`src/rtl/ctrl_bubble_stage.sv`:
```
// ctrl_bubble_stage
//
// ID/EX control-word pipeline register with hazard bubble injection.
// The decoded control word is registered and split into WB/MEM/EX fields.
// A hazard request writes a run of all-zero bubbles while hold_o tells the
// PC and IF/ID stages not to advance. Stall freezes the stage; flush kills
// its contents.
//
// Optional feature macro: HZD_BUBBLE_STATS_EN adds bubble_cnt_o, a saturating
// count of injected bubbles.
//
// Ports:
//   clk_i        clock, rising edge
//   rst_i        asynchronous active-low reset
//   control_i    decoded control word, layout {WB, MEM, EX}, MSB first
//   bubble_i     hazard unit requests bubble injection
//   bubble_len_i number of bubbles requested (0 treated as 1)
//   stall_i      freeze stage (downstream stall)
//   flush_i      kill current contents
//   control_WB   registered WB field
//   control_MEM  registered MEM field
//   control_EX   registered EX field
//   bubble_o     registered; current output word is a bubble
//   hold_o       combinational; PC and IF/ID must not advance this cycle
//   bubble_cnt_o (HZD_BUBBLE_STATS_EN only) saturating bubble count

module ctrl_bubble_stage #(
   parameter int unsigned WB_W  = 2,
   parameter int unsigned MEM_W = 2,
   parameter int unsigned EX_W  = 4,
   parameter int unsigned CNT_W = 2,
   localparam int unsigned CTRL_W = WB_W + MEM_W + EX_W
) (
   input  logic              clk_i,
   input  logic              rst_i,
   input  logic [CTRL_W-1:0] control_i,
   input  logic              bubble_i,
   input  logic [CNT_W-1:0]  bubble_len_i,
   input  logic              stall_i,
   input  logic              flush_i,
   output logic [WB_W-1:0]   control_WB,
   output logic [MEM_W-1:0]  control_MEM,
   output logic [EX_W-1:0]   control_EX,
   output logic              bubble_o,
   output logic              hold_o
`ifdef HZD_BUBBLE_STATS_EN
   ,
   output logic [15:0]       bubble_cnt_o
`endif
);

   typedef enum logic [0:0] {StRun, StInject} state_e;

   state_e             state_q, state_d;
   logic [CNT_W-1:0]   rem_q, rem_d;
   logic [CTRL_W-1:0]  word_q, word_d;
   logic               bubble_q, bubble_d;
   logic [CNT_W-1:0]   len_eff;
   logic               bubble_write;

   // A zero-length request still costs one bubble.
   assign len_eff = (bubble_len_i == '0) ? CNT_W'(1) : bubble_len_i;

   always_comb begin
      state_d      = state_q;
      rem_d        = rem_q;
      word_d       = word_q;
      bubble_d     = bubble_q;
      bubble_write = 1'b0;

      if (flush_i) begin
         state_d  = StRun;
         rem_d    = '0;
         word_d   = '0;
         bubble_d = 1'b1;
      end else if (stall_i) begin
         // everything holds
      end else begin
         unique case (state_q)
            StRun: begin
               if (bubble_i) begin
                  word_d       = '0;
                  bubble_d     = 1'b1;
                  bubble_write = 1'b1;
                  if (len_eff != CNT_W'(1)) begin
                     state_d = StInject;
                     rem_d   = len_eff - CNT_W'(1);
                  end
               end else begin
                  word_d   = control_i;
                  bubble_d = 1'b0;
               end
            end
            StInject: begin
               word_d       = '0;
               bubble_d     = 1'b1;
               bubble_write = 1'b1;
               rem_d        = rem_q - CNT_W'(1);
               // rem_q of 0 is unreachable here; treat it as the last bubble anyway.
               if (rem_q <= CNT_W'(1)) begin
                  state_d = StRun;
                  rem_d   = '0;
               end
            end
            default: begin
               state_d = StRun;
               rem_d   = '0;
            end
         endcase
      end
   end

   always_ff @(posedge clk_i or negedge rst_i) begin
      if (!rst_i) begin
         state_q  <= StRun;
         rem_q    <= '0;
         word_q   <= '0;
         bubble_q <= 1'b1;
      end else begin
         state_q  <= state_d;
         rem_q    <= rem_d;
         word_q   <= word_d;
         bubble_q <= bubble_d;
      end
   end

   // Independent of stall_i: the stall path gates upstream on its own.
   assign hold_o = !flush_i && (((state_q == StRun) && bubble_i) || (state_q == StInject));

   assign control_WB  = word_q[CTRL_W-1 -: WB_W];
   assign control_MEM = word_q[EX_W +: MEM_W];
   assign control_EX  = word_q[EX_W-1:0];
   assign bubble_o    = bubble_q;

`ifdef HZD_BUBBLE_STATS_EN
   logic [15:0] cnt_q;

   always_ff @(posedge clk_i or negedge rst_i) begin
      if (!rst_i) begin
         cnt_q <= '0;
      end else if (bubble_write && (cnt_q != 16'hFFFF)) begin
         cnt_q <= cnt_q + 16'd1;
      end
   end

   assign bubble_cnt_o = cnt_q;
`endif

endmodule

```
`config.mk`:
```
export PLATFORM = sky130hd
export DESIGN_NAME = ctrl_bubble_stage
export DESIGN_NICKNAME = d
export VERILOG_FILES = /design/src/rtl/ctrl_bubble_stage.sv
export SDC_FILE = /design/constraint.sdc
export NUM_CORES = 1
export LEC_CHECK = 0
export ABC_AREA = 1
export BUFFER_PORTS_ARGS = -buffer_cell sky130_fd_sc_hd__buf_2
export CORE_AREA = 2 2 53 55
export CTS_CLUSTER_DIAMETER = 200
export CTS_CLUSTER_SIZE = 10
export DETAILED_ROUTE_END_ITERATION = 7
export DIE_AREA = 0 0 55 57
export PLACE_DENSITY_LB_ADDON = 0.25
export SLEW_MARGIN = 15
export SYNTH_ARGS = -nofsm -noshare
export SYNTH_HDL_FRONTEND = slang
export SYNTH_SLANG_ARGS = --single-unit
```
`constraint.sdc`:
```
create_clock -name clk_i -period 1.25 [get_ports clk_i]
set_input_delay 0 -clock clk_i [delete_from_list [all_inputs] [get_ports clk_i]]
set_output_delay 0 -clock clk_i [all_outputs]
set_load 0.1 [all_outputs]
```
# Yosys cells after proc, flatten, opt, wreduce, memory -nomap -nowiden
# Index checks and enable logic that the tools add are counted.
# totals
regBits	12
inputBits	15
output_inout_bits	10
word_cells	39
# op_classes
add_sub_neg	2
n_lt_le_gt_ge	1
n_eq_ne	4
n_mux	21
n_bitwise	1
reduce_logical	6
# ops
operator	n
2-to-1 mux 8 bit	3
one-hot mux 8 bit (2 select lines)	1
2-to-1 mux 2 bit	6
2-to-1 mux 1 bit	8
inequality test 3 bit, second input constant	2
inequality test 2 x 1 -> 1 bit, second input constant	2
one-hot mux 1 bit (2 select lines)	2
one-hot mux 2 bit (2 select lines)	1
subtractor 2 x 1 -> 2 bit, second input constant	2
AND reduction 3 bit	1
less-or-equal comparator 2 x 1 -> 1 bit, second input constant	1
logical AND 1 bit	2
zero test 2 bit	1
zero test 1 bit	1
logical OR 1 bit	1
NOT 1 bit	1

# Longest topological paths before layout
# depth
word_depth	8
mapped_depth	6
ltp_nobuf	6

# Least setup slack after synthesis
# Ideal clock, no wire load.
# synth_timing
path_kind	register to output
start	reg state_q
end	out hold_o
arrival_ns	1.746
t_required_ns	1.250
path_slack_ns	-0.496
path_stages_with_launch	3
n_path_buf	0
cell_sequence	dfrtp_1 -> nor2_2 -> nor2_1
# synth_between
elab_chain_len	4
# synth_rtl
element	line	source
start: declaration	54	state_e state_q, state_d;
start signal: assignment	115	state_q <= StRun;
start signal: assignment	120	state_q <= state_d;
NOT 1 bit	--	
logical AND 1 bit	128	assign hold_o = !flush_i && (((state_q == StRun) && bubble_i) || (state_q == StInject));
logical OR 1 bit (*)	128	
logical AND 1 bit (*)	128	
end: declaration	45	output logic hold_o
# Every way passes the cells marked *; elsewhere a longest branch is shown, timed or not.

# Final worst setup path
# Ends and elaborated chain as after synthesis.

==> results by group <==
Final layout
  • N_diodes: 0
  • Number of nets in the layout: roughly 130
  • Layout cell share with drive strength beyond 1: between 30% and 40%
  • Design area: between 900 and 1000 um^2
  • Fill cell count: ~290
  • Area grow syn2layout: 52.60%
  • Final Core Density: about a third

Logic synthesis
  • Synth cell count leaders: 16 x nand2_1, 12 x inv_1, 11 x dfrtp_1, 10 x nand3_1, 8 x o21ai_1
  • Ys async rst share: 100.0%
  • Sequential fraction of the synthesis area: between 50% and 60%
  • Post-synth net total: 89
  • Post-synth top area cell: dfrtp_1
  • Synth top area share: between 40% and 50%
  • Cells after synthesis: between 70 and 80
  • Most common cell in the netlist: nand2_1
  • Synth Warn #: 0
  • Synth area leaders: dfrtp_1 46%, nand2_1 10%, nand3_1 8.3%
  • Mapped cell area: around 600 um^2
  • Syn Area/Cell: 8.133 um^2
  • Top_reg_cell synth: dfrtp_1
  • Post-synth EDFFs: 0
  • FF+latch count, synth: 12
  • Yosys cell types: 16

Floorplanning
  • Initial Util: roughly 23%
  • Die Y: 57 um
  • Die W: roughly 55 um
  • Core area: 2615 um^2
  • Top Ports: 25
  • Die area: around 3100 um^2
  • Row count: 19

Worst setup path
  • CP startpoint kind: register
  • Crit Path Class: register to primary output
  • CP Data Required Time: around 1.3 ns
  • Crit. End Element: primary output
  • CP Max Fanout: 6
  • Critical path arrival: 1.15 ns

Timing
  • Max frequency: 0.8713 GHz
  • Rel. slew slack: between 60% and 70%
  • Setup tns final: 0 ns
  • Setup violators final: 0
  • Clock skew: 0.002986 ns
  • Min Hold Slack: ~0.032 ns
  • RSZ-0062 raised after global routing: no
  • Final period util: 91.82%
  • Fin crit period: 1.148 ns
  • Measured slew at the worst slew-check pin: 0.4870 ns
  • Final hold violations: 0
  • Final Max Tran Viols: 0

Power and ir drop
  • P_int: approximately 0.67 mW
  • Psw: ~0.32 mW
  • Leakage: approximately 0.5 nW
  • Total Power: 0.9877 mW
  • Power per cell area: around 1100 nW/um^2
  • Clk pwr share: between 30% and 40%
  • Worst VDD drop: 0.5573 mV
  • Comb pwr share: a little over a quarter
  • Sequential share of power: a little over two fifths
  • Switching Fraction: between 30% and 40%

Job
  • Max cap viols: 0

Clock network
  • Reg clk slew, reported paths: around 0.07 ns
  • CTS max path bufs: 2
  • Worst skew pair latency: roughly 0.27 ns
  • TritonCTS Sinks: 12
  • Number of CTS-inserted buffers: 3
  • CTS Root Cell: clkbuf_4
  • H-tree depth: 1
  • CTS tree: built

Global route
  • Global route overflow: 0
  • First-pass GRT wire length: approximately 2.3 mm
  • Largest net degree at the start of global routing: 13
  • Vias in the first global route: between 500 and 600
  • Total GRT Usage: between 10% and 20%
  • Grt peak-use layer: met1
  • Global Route met1 Usage: between 10% and 20%
  • Met2 Usage GRT: ~14%
  • Met3 Usage GRT: between 2 and 2.5%
  • Initial antenna violation count: 0

Routing
  • Antenna viol nets, final: 0
  • Starting DRT DRC Count: 5
  • Final WL: between 1 and 1.5 mm
  • Routed vias/inst: 4.227
  • Routed len/inst: between 9 and 10 um
  • Residual DRC count: 0
  • DR pass1 iterations: 4
  • Vias: 596

Worst hold path
  • Hold/Removal Path Class: primary input to register

Outcome
  • Status: finished clean

Placed design
  • Placed cell area: about 800 um^2
  • HPWL Detailed: ~1 mm
  • Buffers added on ports: 24
  • Placer Congestion: approximately 0.7
-- metal layers --
layer  vias to the layer above  part of all wire (%)
met1                       268                    48
met3                         2                   7.1
li1                        303                     -
met2                        23                    44
met4                         0                  0.86
met5                         -                     0
-- sequential cells by signal, indices dropped and copies added, names as in the netlist --
register,flops
word_q,8
rem_q,2
bubble_o,1
state_q,1
-- final timing paths --
check	cells past startpoint	endpoint	slack, ns	start
worst max-delay path	3	hold_o	0.10	state_q
min in group asynchronous	2	word_q[5]	0.14	rst_i
max in group asynchronous	2	bubble_o	0.84	rst_i
worst max register to register	4	bubble_o	0.20	state_q
worst min register to register	2	word_q[2]	0.52	word_q[2]
worst min-delay path	4	rem_q[1]	0.03	flush_i
-- stage by stage --
stage	setup slack, ns	std cells
5_1_grt	0.04998	141
4_1_cts	0.03977	141
2_1_floorplan	0.02327	74
3_3_place_gp	0.1954	128
3_5_place_dp	0.1332	128
6_report	0.1023	141
-- layout by cell type, fill, tap and decap left out --
cell type / synthesis / final
clkbuf_4: 0 / 3
nand2_1: 16 / 16
buf_2: 0 / 22
dlygate4sd3_1: 0 / 9
nand3_4: 1 / 1
buf_12: 0 / 2
nor2_2: 2 / 1
nand4_1: 1 / 1
dfrtp_1: 11 / 11
o21ai_1: 8 / 8
nand2_2: 2 / 2
o21ai_2: 1 / 1
dfstp_2: 1 / 1
clkbuf_8: 0 / 1
nand3_1: 10 / 10
buf_4: 1 / 1
inv_1: 12 / 12
inv_2: 2 / 2
nor2_4: 0 / 2
nor2_1: 3 / 2
o21ai_0: 2 / 2
-- cell families after synthesis --
kind of cell | Yosys count | share of synthesized area (%)
flip-flops | 12 | 50.10
AND/OR/NAND/NOR | 35 | 28.28
buffers and inverters | 16 | 11.85
AO/OA/AOI/OAI | 11 | 9.772
-- critical path, stage by stage, from the launching register on --
cell and delay, ns:
dfrtp_1 0.46, nor2_4 0.20, nor2_4 0.05, buf_12 0.16
-- repair_timing --
item / in CTS / in global routing
resized for setup: 0 / 1
hold buffers: 9 / 0
setup endpoints to repair: 0 / 1
setup buffers: 0 / 0
endpoints found under the hold margin: 20 / 0
-- layout make-up --
class | count | area, um^2 | area share [%]
Clock buffer | 4 | 36.28 | 3.951
Sequential cell | 12 | 301.5 | 32.83
Inverter | 14 | 52.55 | 5.722
Tap cell | 31 | 38.79 | 4.223
Multi-Input combinational cell | 46 | 241.5 | 26.29
Timing Repair Buffer | 34 | 247.7 | 26.98
-- power by group through the flow --
| stage | logic [mW] | clock network [mW] | registers (mW) |
|---|---|---|---|
| detailed placement | 0.245 | 0 | 0.428 |
| global route | 0.285 | 0.336 | 0.425 |
| floorplan | 0.0847 | 0 | 0.514 |
| CTS | 0.266 | 0.319 | 0.421 |
| global placement | 0.243 | 0 | 0.428 |
| finish | 0.265 | 0.301 | 0.421 |
(Power assumes the default switching activity.)
